--- src/rtl/scaler_ctrl.sv ---
// scaler_ctrl: crop-window sequencer for the DVP stream scaler.
// Converts a crop window into input resolutions and Q4.14 scale factors using
// one shared restoring divider, validates the result, and commits it only on a
// rising edge of vs_in so the scaler geometry never changes mid-frame.
// Optional feature macro: SCALER_CTRL_AUTO_BYPASS_EN (a 1:1 geometry clears scaler_en).

module scaler_ctrl #(
  parameter int RES_WIDTH  = 11,
  parameter int OUT_X_RES  = 1280,
  parameter int OUT_Y_RES  = 720,
  parameter int SCALE_BITS = 18
) (
  input  logic                  clk,
  input  logic                  rst_n,
  input  logic                  cfg_wr,
  input  logic                  cfg_en,
  input  logic [RES_WIDTH-1:0]  cfg_start_x,
  input  logic [RES_WIDTH-1:0]  cfg_start_y,
  input  logic [RES_WIDTH-1:0]  cfg_end_x,
  input  logic [RES_WIDTH-1:0]  cfg_end_y,
  input  logic                  vs_in,
  output logic                  busy,
  output logic                  cfg_pending,
  output logic                  cfg_err,
  output logic                  scaler_start,
  output logic                  scaler_en,
  output logic [RES_WIDTH-1:0]  in_x_res,
  output logic [RES_WIDTH-1:0]  in_y_res,
  output logic [SCALE_BITS-1:0] x_scale,
  output logic [SCALE_BITS-1:0] y_scale
);

  // Widths are computed one bit wider than coordinates so end < start cannot
  // silently alias onto a small positive width.
  localparam int FRAC_BITS = 14;
  localparam int W_W       = RES_WIDTH + 1;
  localparam int NUM_W     = W_W + FRAC_BITS;   // numerator and quotient width
  localparam int REM_W     = W_W + 1;           // shifted partial remainder width
  localparam int CNT_W     = 5;

  localparam logic [REM_W-1:0]      DIV_X_C   = REM_W'(OUT_X_RES);
  localparam logic [REM_W-1:0]      DIV_Y_C   = REM_W'(OUT_Y_RES);
  localparam logic [CNT_W-1:0]      LAST_STEP = CNT_W'(NUM_W - 1);
  localparam logic [SCALE_BITS-1:0] UNITY     = SCALE_BITS'(1 << FRAC_BITS);

  typedef enum logic [2:0] {
    S_IDLE  = 3'd0,
    S_DIV_X = 3'd1,
    S_DIV_Y = 3'd2,
    S_CHECK = 3'd3,
    S_PEND  = 3'd4
  } state_t;

  state_t r_state;
  state_t w_state_next;

  // Latched request
  logic                 r_cfg_en;
  logic [RES_WIDTH-1:0] r_start_x;
  logic [RES_WIDTH-1:0] r_start_y;
  logic [RES_WIDTH-1:0] r_end_x;
  logic [RES_WIDTH-1:0] r_end_y;

  // Divider state
  logic [CNT_W-1:0] r_cnt;
  logic [REM_W-2:0] r_rem;
  logic [NUM_W-1:0] r_num;
  logic [NUM_W-2:0] r_quo;
  logic [NUM_W-1:0] r_qx;
  logic [NUM_W-1:0] r_qy;

  // Frame sync and committed outputs
  logic                  r_vs_prev;
  logic                  r_scaler_start;
  logic                  r_cfg_err;
  logic                  r_scaler_en;
  logic [RES_WIDTH-1:0]  r_in_x_res;
  logic [RES_WIDTH-1:0]  r_in_y_res;
  logic [SCALE_BITS-1:0] r_x_scale;
  logic [SCALE_BITS-1:0] r_y_scale;

  // Combinational helpers
  logic [W_W-1:0]       w_cfg_in_w;
  logic [W_W-1:0]       w_in_w;
  logic [W_W-1:0]       w_in_h;
  logic [RES_WIDTH-1:0] w_x_res_m1;
  logic [RES_WIDTH-1:0] w_y_res_m1;
  logic                 w_x_bad;
  logic                 w_y_bad;
  logic                 w_ovf;
  logic                 w_err;
  logic                 w_vs_rise;
  logic                 w_commit;
  logic                 w_set_err;
  logic                 w_en_commit;
  logic [REM_W-1:0]     w_divisor;
  logic [REM_W-1:0]     w_rem_shift;
  logic                 w_qbit;
  logic [REM_W-2:0]     w_rem_next;
  logic                 w_div_last;

  // The X numerator is loaded straight from the inputs on cfg_wr so the first
  // quotient bit can be produced on the very next cycle.
  assign w_cfg_in_w = {1'b0, cfg_end_x} - {1'b0, cfg_start_x};
  assign w_in_w     = {1'b0, r_end_x} - {1'b0, r_start_x};
  assign w_in_h     = {1'b0, r_end_y} - {1'b0, r_start_y};
  assign w_x_res_m1 = w_in_w[RES_WIDTH-1:0] - RES_WIDTH'(1);
  assign w_y_res_m1 = w_in_h[RES_WIDTH-1:0] - RES_WIDTH'(1);

  // A window needs at least two pixels/lines; end <= start+1 also catches end < start.
  assign w_x_bad = ({1'b0, r_end_x} <= ({1'b0, r_start_x} + W_W'(1)));
  assign w_y_bad = ({1'b0, r_end_y} <= ({1'b0, r_start_y} + W_W'(1)));
  assign w_ovf   = (|r_qx[NUM_W-1:SCALE_BITS]) | (|r_qy[NUM_W-1:SCALE_BITS]);
  assign w_err   = w_x_bad | w_y_bad | w_ovf;

  // One restoring-divide step: bring down the next numerator bit, subtract if it fits.
  assign w_divisor   = (r_state == S_DIV_Y) ? DIV_Y_C : DIV_X_C;
  assign w_rem_shift = {r_rem, r_num[NUM_W-1]};
  assign w_qbit      = (w_rem_shift >= w_divisor);
  assign w_rem_next  = (REM_W-1)'(w_qbit ? (w_rem_shift - w_divisor) : w_rem_shift);
  assign w_div_last  = (r_cnt == LAST_STEP);

  assign w_vs_rise = vs_in & ~r_vs_prev;

`ifdef SCALER_CTRL_AUTO_BYPASS_EN
  // Exact 1:1 geometry needs no resampling, so the scaler is bypassed.
  assign w_en_commit = r_cfg_en &
                       ~((w_in_w == W_W'(OUT_X_RES)) && (w_in_h == W_W'(OUT_Y_RES)));
`else
  assign w_en_commit = r_cfg_en;
`endif

  // FSM state register
  always_ff @(posedge clk or negedge rst_n) begin
    if (!rst_n) begin
      r_state <= S_IDLE;
    end else begin
      r_state <= w_state_next;
    end
  end

  // Next-state logic and commit/error strobes; a new request always restarts.
  always_comb begin
    w_state_next = r_state;
    w_commit     = 1'b0;
    w_set_err    = 1'b0;
    case (r_state)
      S_IDLE: begin
        w_state_next = S_IDLE;
      end
      S_DIV_X: begin
        if (w_div_last) begin
          w_state_next = S_DIV_Y;
        end
      end
      S_DIV_Y: begin
        if (w_div_last) begin
          w_state_next = S_CHECK;
        end
      end
      S_CHECK: begin
        if (w_err) begin
          w_state_next = S_IDLE;
          w_set_err    = 1'b1;
        end else begin
          w_state_next = S_PEND;
        end
      end
      S_PEND: begin
        if (w_vs_rise) begin
          w_state_next = S_IDLE;
          w_commit     = 1'b1;
        end
      end
      default: begin
        w_state_next = S_IDLE;
      end
    endcase
    if (cfg_wr) begin
      w_state_next = S_DIV_X;
      w_commit     = 1'b0;
      w_set_err    = 1'b0;
    end
  end

  // Request latch and shared divider datapath
  always_ff @(posedge clk or negedge rst_n) begin
    if (!rst_n) begin
      r_cfg_en  <= 1'b0;
      r_start_x <= '0;
      r_start_y <= '0;
      r_end_x   <= '0;
      r_end_y   <= '0;
      r_cnt     <= '0;
      r_rem     <= '0;
      r_num     <= '0;
      r_quo     <= '0;
      r_qx      <= '0;
      r_qy      <= '0;
    end else if (cfg_wr) begin
      r_cfg_en  <= cfg_en;
      r_start_x <= cfg_start_x;
      r_start_y <= cfg_start_y;
      r_end_x   <= cfg_end_x;
      r_end_y   <= cfg_end_y;
      r_cnt     <= '0;
      r_rem     <= '0;
      r_quo     <= '0;
      r_num     <= {w_cfg_in_w, {FRAC_BITS{1'b0}}};
    end else if ((r_state == S_DIV_X) || (r_state == S_DIV_Y)) begin
      if (w_div_last) begin
        // Final bit: capture the full quotient and prime the Y numerator.
        if (r_state == S_DIV_X) begin
          r_qx <= {r_quo, w_qbit};
        end else begin
          r_qy <= {r_quo, w_qbit};
        end
        r_cnt <= '0;
        r_rem <= '0;
        r_quo <= '0;
        r_num <= {w_in_h, {FRAC_BITS{1'b0}}};
      end else begin
        r_cnt <= r_cnt + CNT_W'(1);
        r_rem <= w_rem_next;
        r_quo <= {r_quo[NUM_W-3:0], w_qbit};
        r_num <= {r_num[NUM_W-2:0], 1'b0};
      end
    end
  end

  // Frame-edge detection, sticky error and committed geometry
  always_ff @(posedge clk or negedge rst_n) begin
    if (!rst_n) begin
      r_vs_prev      <= 1'b0;
      r_scaler_start <= 1'b0;
      r_cfg_err      <= 1'b0;
      r_scaler_en    <= 1'b0;
      r_in_x_res     <= RES_WIDTH'(OUT_X_RES - 1);
      r_in_y_res     <= RES_WIDTH'(OUT_Y_RES - 1);
      r_x_scale      <= UNITY;
      r_y_scale      <= UNITY;
    end else begin
      r_vs_prev      <= vs_in;
      r_scaler_start <= w_vs_rise;
      if (cfg_wr) begin
        r_cfg_err <= 1'b0;
      end else if (w_set_err) begin
        r_cfg_err <= 1'b1;
      end
      if (w_commit) begin
        r_scaler_en <= w_en_commit;
        r_in_x_res  <= w_x_res_m1;
        r_in_y_res  <= w_y_res_m1;
        r_x_scale   <= r_qx[SCALE_BITS-1:0];
        r_y_scale   <= r_qy[SCALE_BITS-1:0];
      end
    end
  end

  assign busy         = (r_state == S_DIV_X) || (r_state == S_DIV_Y) || (r_state == S_CHECK);
  assign cfg_pending  = (r_state == S_PEND);
  assign cfg_err      = r_cfg_err;
  assign scaler_start = r_scaler_start;
  assign scaler_en    = r_scaler_en;
  assign in_x_res     = r_in_x_res;
  assign in_y_res     = r_in_y_res;
  assign x_scale      = r_x_scale;
  assign y_scale      = r_y_scale;

endmodule

--- config.mk ---
export PLATFORM = sky130hd
export DESIGN_NAME = scaler_ctrl
export DESIGN_NICKNAME = d
export VERILOG_FILES = /design/src/rtl/scaler_ctrl.sv
export SDC_FILE = /design/constraint.sdc
export NUM_CORES = 1
export LEC_CHECK = 0
export ABC_AREA = 1
export CORE_AREA = 2 2 143 145
export CTS_BUF_LIST = sky130_fd_sc_hd__clkbuf_16
export CTS_CLUSTER_SIZE = 30
export DETAILED_ROUTE_END_ITERATION = 16
export DIE_AREA = 0 0 145 147
export GPL_ROUTABILITY_DRIVEN = 0
export GPL_TIMING_DRIVEN = 0
export MAX_ROUTING_LAYER = met4
export PLACE_DENSITY = 0.77
export SLEW_MARGIN = 20
export SYNTH_ARGS = -nofsm -noshare
export SYNTH_HDL_FRONTEND = slang
export SYNTH_SLANG_ARGS = --single-unit
--- constraint.sdc ---
create_clock -name clk -period 3 [get_ports clk]
set_input_delay 0.9 -clock clk [delete_from_list [all_inputs] [get_ports clk]]
set_output_delay 0.9 -clock clk [all_outputs]
set_load 0.01 [all_outputs]
==> PnR_summary.wiki <==
{| class="wikitable"
! Metric !! Value
|-
| Cell variety after synth || 41
|-
| Post-synth net total || 1513
|-
| Met3 layer wire length in the routed design || 1.80 mm
|-
| Critical path data arrival time || 3.33 ns
|-
| Sum of met2 wire segment lengths after detailed routing || 13.1 mm
|-
| Highest cell delay on the worst timing path || 0.37 ns
|-
| Count of TritonRoute iterations in the first routing pass || 8
|-
| Most frequently used cell type in the post-synthesis netlist || nand2_1
|-
| Overflow left after global routing || 0
|-
| Final net count || 1651
|-
| Pin slew with the least headroom to its limit || 0.836 ns
|-
| CTS tree || yes
|-
| Die area || 0.0213 mm²
|-
| Initial core utilization || 0.568
|-
| Number of global-route vias before repair || 9467
|-
| Run status || completed
|-
| Data required time at the worst endpoint || 3.41 ns
|-
| Die width || 145 µm
|-
| Max Cap Viol || 0
|-
| Routed wire length || 28.0 mm
|-
| Most used flip-flop cell after synthesis || dfrtp_1
|-
| Biggest area consumer among synthesized cells || dfrtp_1
|-
| Final Critical Period || 2.91 ns
|-
| Overall fraction of global-route tracks in use || 0.273
|-
| Area contributors post-synth || dfrtp_1 44%, nand2_1 15%, ha_1 7.3%, inv_1 5.7%, o21ai_0 5.3%
|-
| DRC violation total after the first TritonRoute iteration || 679
|-
| Net switching component of the power || 2.84 mW
|-
| Design Power || 8.38 mW
|-
| Sequential share of power || 0.403
|-
| Syn. warnings || 0
|-
| Total of hold buffers inserted after clock tree synthesis || 0
|-
| Count of pins over their slew limit || 0
|-
| Sequential-to-total area share from yosys stat || 0.481
|-
| Top delay family on crit path || simple AND/OR/NAND/NOR gates
|-
| Hold Path Class || in -> async
|-
| Mean number of vias per cell || 5.36
|-
| Type of the setup path with the least slack || reg -> reg
|-
| Clock buffer count from CTS || 23
|-
| Cell area after synthesis || 0.0113 mm²
|-
| Die outline height || 147 µm
|-
| Synth Instances || 1395
|-
| Number of ports placed on the die boundary || 112
|-
| DRC violation count after routing || 0
|-
| Power Density || 620 mW/mm²
|-
| Synth cell count leaders || 465 x nand2_1, 198 x dfrtp_1, 170 x inv_1, 120 x o21ai_0, 66 x ha_1
|-
| Portion of synthesized cell area occupied by the leading cell type || 0.440
|-
| Clock power frac || 0.315
|-
| Core region area || 0.0198 mm²
|-
| Clock transition at path regs || 0.06 ns
|-
| Filler cell count || 1610
|-
| Setup violations, final || 0
|-
| Fraction of the cycle the final worst path needs || 0.971
|-
| Antenna violations before repair || 0
|-
| Root Driver || clkbuf_16
|-
| Crit path launch type || flop
|-
| Cell with the largest stage delay on the worst path || dfrtp_1
|-
| Part of the power in combinational logic || 0.281
|-
| Relative max-transition margin || 0.443
|-
| Worst setup skew after layout || 0.00851 ns
|-
| Number of rows created at floorplan || 52
|-
| Highest achievable clock rate || 0.343 GHz
|-
| Post-detailed-route wirelength per cell || 15.4 µm
|-
| Number of nets with antenna violations after detailed routing || 0
|-
| Worst-case setup margin in the final layout || 0.0868 ns
|-
| Switching portion of total power || 0.339
|-
| Register bit total from synthesis || 216
|-
| Number of enable flip-flop cells after synthesis || 0
|-
| Synth-to-layout area growth || 19.8%
|-
| Share of post-route cells with drive strength above 1 || 0.0587
|-
| Worst Path Max Fanout || 3
|-
| Endpoints failing hold || 0
|-
| Ordered list of cells on the worst path || ha_1 > nand2_1 > nor3_2 > nand3_1 > nor3_2 > xor2_1 > inv_1 > ha_1 > nand3_1 > nor3_2 > nand2_1 > nand4_1 > nor2_1 > nand4_1 > nand3_1 > nand2_1
|-
| Latest clock arrival within the worst-skew pair || 0.52 ns
|-
| Pin count of the biggest net entering global routing || 102
|-
| Buffers added on ports || 111
|-
| DP HPWL || 20.6 mm
|-
| Clock Tree Buf Depth || 3
|-
| Number of buffers and inverters on the critical path || 1
|-
| Total via count after detailed routing || 9759
|-
| H-tree depth || 1
|-
| Static Leakage || 6.81 nW
|-
| # diodes || 0
|-
| Post-Syn Area per Cell || 8.08 µm²
|-
| Total routed wire length on the met1 layer || 12.3 mm
|-
| Proportion of synthesized flip-flops having asynchronous set or reset || 1.00
|-
| Type of destination of the critical path || flop
|-
| Highest metal layer used by the detailed router || met4
|-
| Post-CTS Setup Inserts || 0
|-
| Cell internal pwr || 5.53 mW
|-
| Pre-CTS WS || -0.0997 ns
|-
| Wire length of the first global-routing pass || 46.2 mm
|-
| Clk sink count || 216
|-
| Maximum VDD drop || 0.000486 V
|}
-- registers in the layout, summed over array words and instances, names as in the netlist, 12 cells and up --
name     flops
r_quo       25
r_qy        26
r_rem       12
x_scale     18
y_scale     18
r_qx        26
r_num       12
-- layout by cell type, fill, tap and decap left out, drive strengths merged, types with 3 or more instances in the layout --
cell type / Yosys / final
a21o: 5 / 5
a21oi: 46 / 46
a31oi: 5 / 5
buf: 22 / 25
clkbuf: 23 / 46
clkdlybuf4s50: 0 / 110
clkinv: 0 / 11
dfrtp: 198 / 198
dfstp: 18 / 18
fa: 3 / 3
ha: 66 / 66
inv: 176 / 183
nand2: 466 / 466
nand3: 64 / 64
nand4: 16 / 16
nor2: 57 / 57
nor3: 16 / 16
o21ai: 124 / 124
o21bai: 4 / 4
o22ai: 34 / 34
xnor2: 7 / 7
xor2: 28 / 28
-- final cells by class --
| class | instances | area, µm² | share of cell area |
|---|---|---|---|
| multi-input cells | 958 | 5010 | 0.371 |
| well taps | 270 | 338 | 0.0250 |
| clock buffers | 23 | 576 | 0.0426 |
| plain buffers | 45 | 199 | 0.0147 |
| clock inverters | 19 | 119 | 0.00880 |
| repair buffers | 113 | 1170 | 0.0867 |
| inverters | 176 | 661 | 0.0489 |
| flip-flops and latches | 216 | 5430 | 0.402 |
-- worst reg2reg max path, stage by stage (launching register included) --
cell     delay (ns)
dfrtp_1        0.37
ha_1           0.20
nand2_1        0.12
nor3_2         0.21
nand3_1        0.17
nor3_2         0.16
xor2_1         0.17
inv_1          0.07
ha_1           0.31
nand3_1        0.14
nor3_2         0.06
nand2_1        0.12
nand4_1        0.14
nor2_1         0.18
nand4_1        0.21
nand3_1        0.13
nand2_1        0.05
-- per-layer routing --
layer  vias up  GRT usage
li1       4768          -
met1      4614      0.364
met2       308      0.443
met3        69     0.0326
met4         0     0.0832
met5         -          -
-- through the flow --
stage,instance area (µm²),utilization,hold WS [ns],setup TNS [ns],cells
2_1_floorplan,11300,-,0.442,0,1395
3_3_place_gp,12700,0.641,0.454,-1638.18,1776
3_5_place_dp,12800,0.644,0.453,-0.353,1778
4_1_cts,13500,0.679,0.192,0,1820
5_1_grt,13500,0.680,0.196,-0.0112,1820
6_report,13500,0.680,0.195,0,1820
-- power groups by stage --
| stage | Clock [mW] | Sequential [mW] | Combinational, mW |
|---|---|---|---|
| 2_1_floorplan | 0 | 3.38 | 1.63 |
| 3_3_place_gp | 0 | 3.41 | 2.25 |
| 3_5_place_dp | 0 | 3.41 | 2.33 |
| 4_1_cts | 2.67 | 3.37 | 2.34 |
| 5_1_grt | 2.79 | 3.41 | 2.66 |
| 6_report | 2.64 | 3.38 | 2.36 |
-- kinds of logic (layout without fill, tap and decap cells) --
group,count (synthesis),in the layout,synth area share
compound gates,227,227,0.110
xor+xnor,35,35,0.0272
fa+ha+maj,69,69,0.0786
buf+inv,221,376,0.0762
flops,216,216,0.481
simple gates,627,627,0.227
-- path summary, 6_finish.rpt --
| path | startpoint | to | slack, ns | cells past startpoint |
|---|---|---|---|---|
| worst max-delay path | r_start_x[0]$_DFFE_PN0P_ | cfg_err$_DFFE_PN0P_ | 0.09 | 16 |
| worst min-delay path | rst_n | r_start_y[8]$_DFFE_PN0P_ | 0.20 | 1 |
| worst max register to register | r_start_x[0]$_DFFE_PN0P_ | cfg_err$_DFFE_PN0P_ | 0.09 | 16 |
| worst min register to register | r_qx[17]$_DFFE_PN0P_ | x_scale[17]$_DFFE_PN0P_ | 0.47 | 2 |
| max in group asynchronous | rst_n | in_x_res[6]$_DFFE_PN1P_ | 2.07 | 2 |
| min in group clk | r_qx[17]$_DFFE_PN0P_ | x_scale[17]$_DFFE_PN0P_ | 0.47 | 2 |
-- repair_timing --
| item | in CTS | in global routing |
|---|---|---|
| pin swaps | 0 | 2 |
| resized for setup | 1 | 5 |
| endpoints found under the setup margin | 2 | 2 |
No activity file was read; power rests on OpenSTA's default activity.
